===== config.mk =====
export PLATFORM = sky130hd
export DESIGN_NAME = uart_mm_arbiter
export DESIGN_NICKNAME = d
export VERILOG_FILES = /design/src/rtl/uart_arb_pkg.sv /design/src/rtl/uart_arb_slot.sv /design/src/rtl/uart_mm_arbiter.sv
export SDC_FILE = /design/constraint.sdc
export NUM_CORES = 1
export LEC_CHECK = 0
export BUFFER_PORTS_ARGS = -buffer_cell sky130_fd_sc_hd__buf_2
export CAP_MARGIN = 10
export CORE_MARGIN = 5
export CORE_UTILIZATION = 30
export CTS_CLUSTER_DIAMETER = 200
export DETAILED_ROUTE_END_ITERATION = 10
export GPL_ROUTABILITY_DRIVEN = 0
export PLACE_DENSITY = 0.56
export RECOVER_POWER = 100
export SYNTH_ARGS = -nofsm -noshare
export SYNTH_HDL_FRONTEND = slang
export SYNTH_SLANG_ARGS = --single-unit

===== constraint.sdc =====
create_clock -name clk -period 2.6 [get_ports clk]
set_input_delay 0.65 -clock clk [delete_from_list [all_inputs] [get_ports clk]]
set_output_delay 0.65 -clock clk [all_outputs]
set_load 0.1 [all_outputs]

===== src/rtl/uart_arb_pkg.sv =====
// Shared types and constants for the UART DMA-to-slave arbiter.
// Optional round-robin arbitration is selected with ARB_ROUND_ROBIN_EN.
package uart_arb_pkg;

    localparam int ADDR_W = 16;
    localparam int DATA_W = 32;

    localparam logic [DATA_W-1:0] TIMEOUT_FILL = 32'hFFFF_FFFF;

    typedef enum logic [1:0] {
        IDLE   = 2'd0,
        ISSUE  = 2'd1,
        RDWAIT = 2'd2
    } state_t;

    typedef struct packed {
        logic              valid;
        logic              wr;
        logic [ADDR_W-1:0] addr;
        logic [DATA_W-1:0] data;
    } slot_t;

endpackage


===== src/rtl/uart_arb_slot.sv =====
// One-deep pending command slot for a single DMA master.
// Holds the command stable until the arbiter reports acceptance.
module uart_arb_slot
    import uart_arb_pkg::*;
(
    input  logic              clk,
    input  logic              rst,
    input  logic              write,
    input  logic              read,
    input  logic [ADDR_W-1:0] address,
    input  logic [DATA_W-1:0] writedata,
    input  logic              clear,
    output slot_t             q,
    output logic              overrun,
    output logic              waitrequest
);

    logic pulse;

    assign pulse       = write | read;
    assign overrun     = pulse & q.valid;
    assign waitrequest = q.valid & q.wr & ~clear;

    always_ff @(posedge clk or negedge rst) begin
        if (!rst) begin
            q <= '0;
        end else if (q.valid) begin
            if (clear) begin
                q.valid <= 1'b0;
            end
        end else if (pulse) begin
            // write wins when both strobes arrive together
            q.valid <= 1'b1;
            q.wr    <= write;
            q.addr  <= address;
            q.data  <= writedata;
        end
    end

endmodule


===== src/rtl/uart_mm_arbiter.sv =====
// Two-master arbiter sharing one Avalon-MM slave between UART DMAs.
// Define ARB_ROUND_ROBIN_EN for alternating grant; default is m0 priority.
module uart_mm_arbiter
    import uart_arb_pkg::*;
#(
    parameter int TIMEOUT = 255
) (
    input  logic              clk,
    input  logic              rst,
    input  logic              m0_write,
    input  logic              m0_read,
    input  logic [ADDR_W-1:0] m0_address,
    input  logic [DATA_W-1:0] m0_writedata,
    output logic              m0_waitrequest,
    output logic              m0_readdatavalid,
    output logic [DATA_W-1:0] m0_readdata,
    input  logic              m1_write,
    input  logic              m1_read,
    input  logic [ADDR_W-1:0] m1_address,
    input  logic [DATA_W-1:0] m1_writedata,
    output logic              m1_waitrequest,
    output logic              m1_readdatavalid,
    output logic [DATA_W-1:0] m1_readdata,
    output logic              avm_write,
    output logic              avm_read,
    output logic [ADDR_W-1:0] avm_address,
    output logic [DATA_W-1:0] avm_writedata,
    input  logic              avm_waitrequest,
    input  logic              avm_readdatavalid,
    input  logic [DATA_W-1:0] avm_readdata,
    output logic [1:0]        grant,
    output logic [1:0]        err
);

    localparam int CLOG = $clog2(TIMEOUT + 1);
    localparam int CW   = (CLOG > 8) ? CLOG : 8;

    state_t         state, state_n;
    logic           owner, owner_n;
    logic           last, last_n;
    logic [CW-1:0]  cnt, cnt_n;
    logic [1:0]     err_n;

    slot_t          s0, s1, cur;
    logic           ov0, ov1;
    logic           clear0, clear1;
    logic           accept;
    logic           pick;
    logic           issue;
    logic           expired;
    logic           rdv;
    logic [DATA_W-1:0] rdata;

    uart_arb_slot u_slot0 (
        .clk         (clk),
        .rst         (rst),
        .write       (m0_write),
        .read        (m0_read),
        .address     (m0_address),
        .writedata   (m0_writedata),
        .clear       (clear0),
        .q           (s0),
        .overrun     (ov0),
        .waitrequest (m0_waitrequest)
    );

    uart_arb_slot u_slot1 (
        .clk         (clk),
        .rst         (rst),
        .write       (m1_write),
        .read        (m1_read),
        .address     (m1_address),
        .writedata   (m1_writedata),
        .clear       (clear1),
        .q           (s1),
        .overrun     (ov1),
        .waitrequest (m1_waitrequest)
    );

    assign cur     = owner ? s1 : s0;
    assign issue   = (state == ISSUE) & cur.valid;
    assign accept  = issue & ~avm_waitrequest;
    assign clear0  = accept & ~owner;
    assign clear1  = accept & owner;
    assign expired = (cnt == CW'(TIMEOUT));

`ifdef ARB_ROUND_ROBIN_EN
    always_comb begin
        pick = 1'b0;
        unique case (1'b1)
            s0.valid & s1.valid: pick = ~last;
            s1.valid:            pick = 1'b1;
            default:             pick = 1'b0;
        endcase
    end
`else
    assign pick = ~s0.valid;
`endif

    always_ff @(posedge clk or negedge rst) begin
        if (!rst) begin
            state <= IDLE;
            owner <= 1'b0;
            last  <= 1'b1;
            cnt   <= '0;
            err   <= 2'b00;
        end else begin
            state <= state_n;
            owner <= owner_n;
            last  <= last_n;
            cnt   <= cnt_n;
            err   <= err_n;
        end
    end

    always_comb begin
        state_n = state;
        owner_n = owner;
        last_n  = last;
        cnt_n   = cnt;
        err_n   = err | {1'b0, ov0 | ov1};
        unique case (state)
            IDLE: begin
                if (s0.valid | s1.valid) begin
                    owner_n = pick;
                    last_n  = pick;
                    state_n = ISSUE;
                end
            end
            ISSUE: begin
                if (accept) begin
                    cnt_n   = '0;
                    state_n = cur.wr ? IDLE : RDWAIT;
                end
            end
            RDWAIT: begin
                if (avm_readdatavalid) begin
                    state_n = IDLE;
                end else if (expired) begin
                    err_n[1] = 1'b1;
                    state_n  = IDLE;
                end else begin
                    cnt_n = cnt + 1'b1;
                end
            end
            default: state_n = IDLE;
        endcase
    end

    assign avm_write     = issue & cur.wr;
    assign avm_read      = issue & ~cur.wr;
    assign avm_address   = issue ? cur.addr : '0;
    assign avm_writedata = issue ? cur.data : '0;

    always_comb begin
        grant = 2'b00;
        if (state != IDLE) begin
            grant = owner ? 2'b10 : 2'b01;
        end
    end

    // real slave data wins over an abort landing on the same cycle
    assign rdv   = (state == RDWAIT) & (avm_readdatavalid | expired);
    assign rdata = avm_readdatavalid ? avm_readdata : TIMEOUT_FILL;

    assign m0_readdatavalid = rdv & ~owner;
    assign m1_readdatavalid = rdv & owner;
    assign m0_readdata      = m0_readdatavalid ? rdata : '0;
    assign m1_readdata      = m1_readdatavalid ? rdata : '0;

endmodule


==> metrics.cfg <==
[sta]
setup_viol = 116
rsz0062_at_grt = yes
hold_viol = 0
max_slew_margin_pct = 23.4
setup_slack_ps = -173
finalCriticalPeriod_ps = 2770
worstMarginPinSlew_ps = 1150
report.final.slew_viol_count = 0
setup-tns-final_ps = -13720
fin_skew_ps = 8.09
max_freq_mhz = 361
fin_crit_sh_pct = 107

[synthesis]
async_flop_share_pct = 100
yosysTopAreaCell = dfrtp_1
synth_area_leaders = dfrtp_1 50%, mux2_2 20%, mux2i_1 8.7%, nor2_1 8.1%, nor2b_1 3.8%
synth_top_cell_area_share_pct = 50.0
synth_cell_types = 36
synth_nets = 654
synthCells = 517
ys_seq_area_share_pct = 50.0
avgSynthCellArea_um2 = 10.9
synth_edf_count = 0
synth_seq_cells = 113
yosysWarnings = 0
syn-cell-area_mm2 = 0.00566
synth-main-ff-cell = dfrtp_1

[die]
die_w_um = 147
start_util_pct = 30.4
die_y_um = 147
pin_count = 258
row_count = 50
die_area_mm2 = 0.0217
core-area_mm2 = 0.0186

[cells_and_area]
design_area_mm2 = 0.0112
layout-drive-gt1-share_pct = 68.8
stdcell_count = 1070
area_growth_syn_to_layout_pct = 97.4
layout.nets = 959
fin_util_pct = 59.9

[detailed_routing]
drtIter0Drc = 187
viasPerCell = 4.86
vias = 5198
routed_wl_um = 20200
wire_per_inst_um = 18.9
ant_nets = 0
drt_pass1_iterations = 4
drc = 0

[worst_hold_path]
hold_path.class = primary input to async pin

[status]
status = finished, violations left
violations = setup timing

[place]
dp_hpwl_um = 14300
place_area_mm2 = 0.00991
dp.cells = 1004
io_buffer_count = 257

[critical_path]
startpoint_type = register
cp.arrival_ps = 2120
crit_required_ps = 1950
endpoint_kind = output port
critical_path_class = register to output port
worstPathMaxFanout = 5

[global_routing]
grt_max_degree = 52
overflow = 0
grt_pass1_vias = 5742
track_usage_pct = 18.1
grt_pass1_wl_um = 31100
antenna_found_initial = 7

[clock_tree]
cts_hold_buffers = 0
clock_latency_ps = 410
cts_root_buffer = clkbuf_16
cts_tree = built
clock_sinks = 113
clock_path_buffers = 2
htreeDepth = 4
numCtsBuffers = 17
clkTransAtPathRegs_ps = 50

[run]
max_cap_violations = 0

==> placed cells by master (no fill, tap or decap), types with 2 or more instances in the layout <==
master and count:
o211ai_1 3, buf_2 139, diode_2 2, o21bai_4 2, inv_1 5, bufinv_16 2, o21ai_0 5, nor2_4 113
nand3_1 8, nor2_1 6, buf_16 8, clkinv_2 4, a31oi_1 3, buf_6 8, clkbuf_2 2, clkbuf_1 6
nor3_1 3, nor2_2 3, mux2i_1 49, clkbuf_8 3, buf_4 30, a21boi_0 2, clkbuf_16 22, a21oi_1 5
nor2b_1 33, nand2_1 9, dfrtp_1 111, buf_12 126, mux2_2 98
==> area by class of cell <==
cell class | instances | area, µm²
tap | 234 | 293
multi-input combinational | 364 | 3550
clock inverter | 6 | 80.1
timing repair buffer | 319 | 3890
inverter | 7 | 31.3
antenna | 2 | 5.00
clock buffer | 25 | 485
fill | 1434 | 7470
sequential | 113 | 2830
==> cells in the mapped netlist, drive strengths merged, types with 2 or more instances <==
master  count
nor2      122
dfrtp     113
mux2       99
mux2i      49
nor2b      34
buf        26
nand2      10
nand3       8
clkbuf      7
inv         7
o21ai       7
a21oi       6
a31oi       3
nor3        3
o211ai      3
a21boi      2
nor3b       2
o21bai      2
==> repair_timing <==
item / 4_1_cts / 5_1_grt
resized for setup: 52 / 19
buffers inserted: 21 / 3
gates cloned: 5 / 5
endpoints found under the setup margin: 117 / 122
pin swaps: 42 / 43
==> layer usage <==
layer | track usage (%) | wire length (µm) | vias to the layer above
li1 | - | - | 2381
met1 | 21.1 | 7910 | 2524
met2 | 31.2 | 10300 | 238
met3 | 6.26 | 1520 | 45
met4 | 6.10 | 378 | 10
met5 | 0 | 54 | -
==> final timing paths <==
path	from	to	slack, ps	depth (start not counted)
min in group clk	err[1]	err[1]	450	1
setup reg to reg	cnt[1]	cnt[4]	-70	13
hold reg to reg	err[1]	err[1]	450	1
setup / recovery	owner	avm_writedata[22]	-170	7
hold / removal	rst	u_slot0.q[10]	410	1
max in group asynchronous	rst	owner	390	2
==> worst max-delay path, cell delays in order (launching register included) <==
cell     delay (ps)
dfrtp_4         480
mux2_4          220
nand2_2          60
or2_4           310
buf_12          170
buf_16          150
nor2_4          120
buf_12          180
==> cells by family after synthesis <==
kind of cell | after synthesis | synth area share [%]
AO/OA/AOI/OAI | 29 | 3.27
adder cells (fa/ha/maj) | 1 | 0.221
buffers and inverters | 40 | 3.25
flip-flops | 113 | 50.0
multiplexers | 148 | 28.4
AND/OR/NAND/NOR | 186 | 14.9
==> state kept, by name, indices dropped and copies added (netlist names) <==
signal     count
cnt            8
err            2
owner          1
state          2
u_slot0.q     50
u_slot1.q     50
==> stage by stage <==
stage               setup WS [ps]  hold slack (ps)
CTS                          -217              222
finish                       -173              407
global placement             70.8              441
floorplan                    -407              354
detailed placement           56.2              443
global route                 -252              455
Power is not shown: default switching activity piles up to over one toggle a cycle in this logic, so the estimate is an artifact.
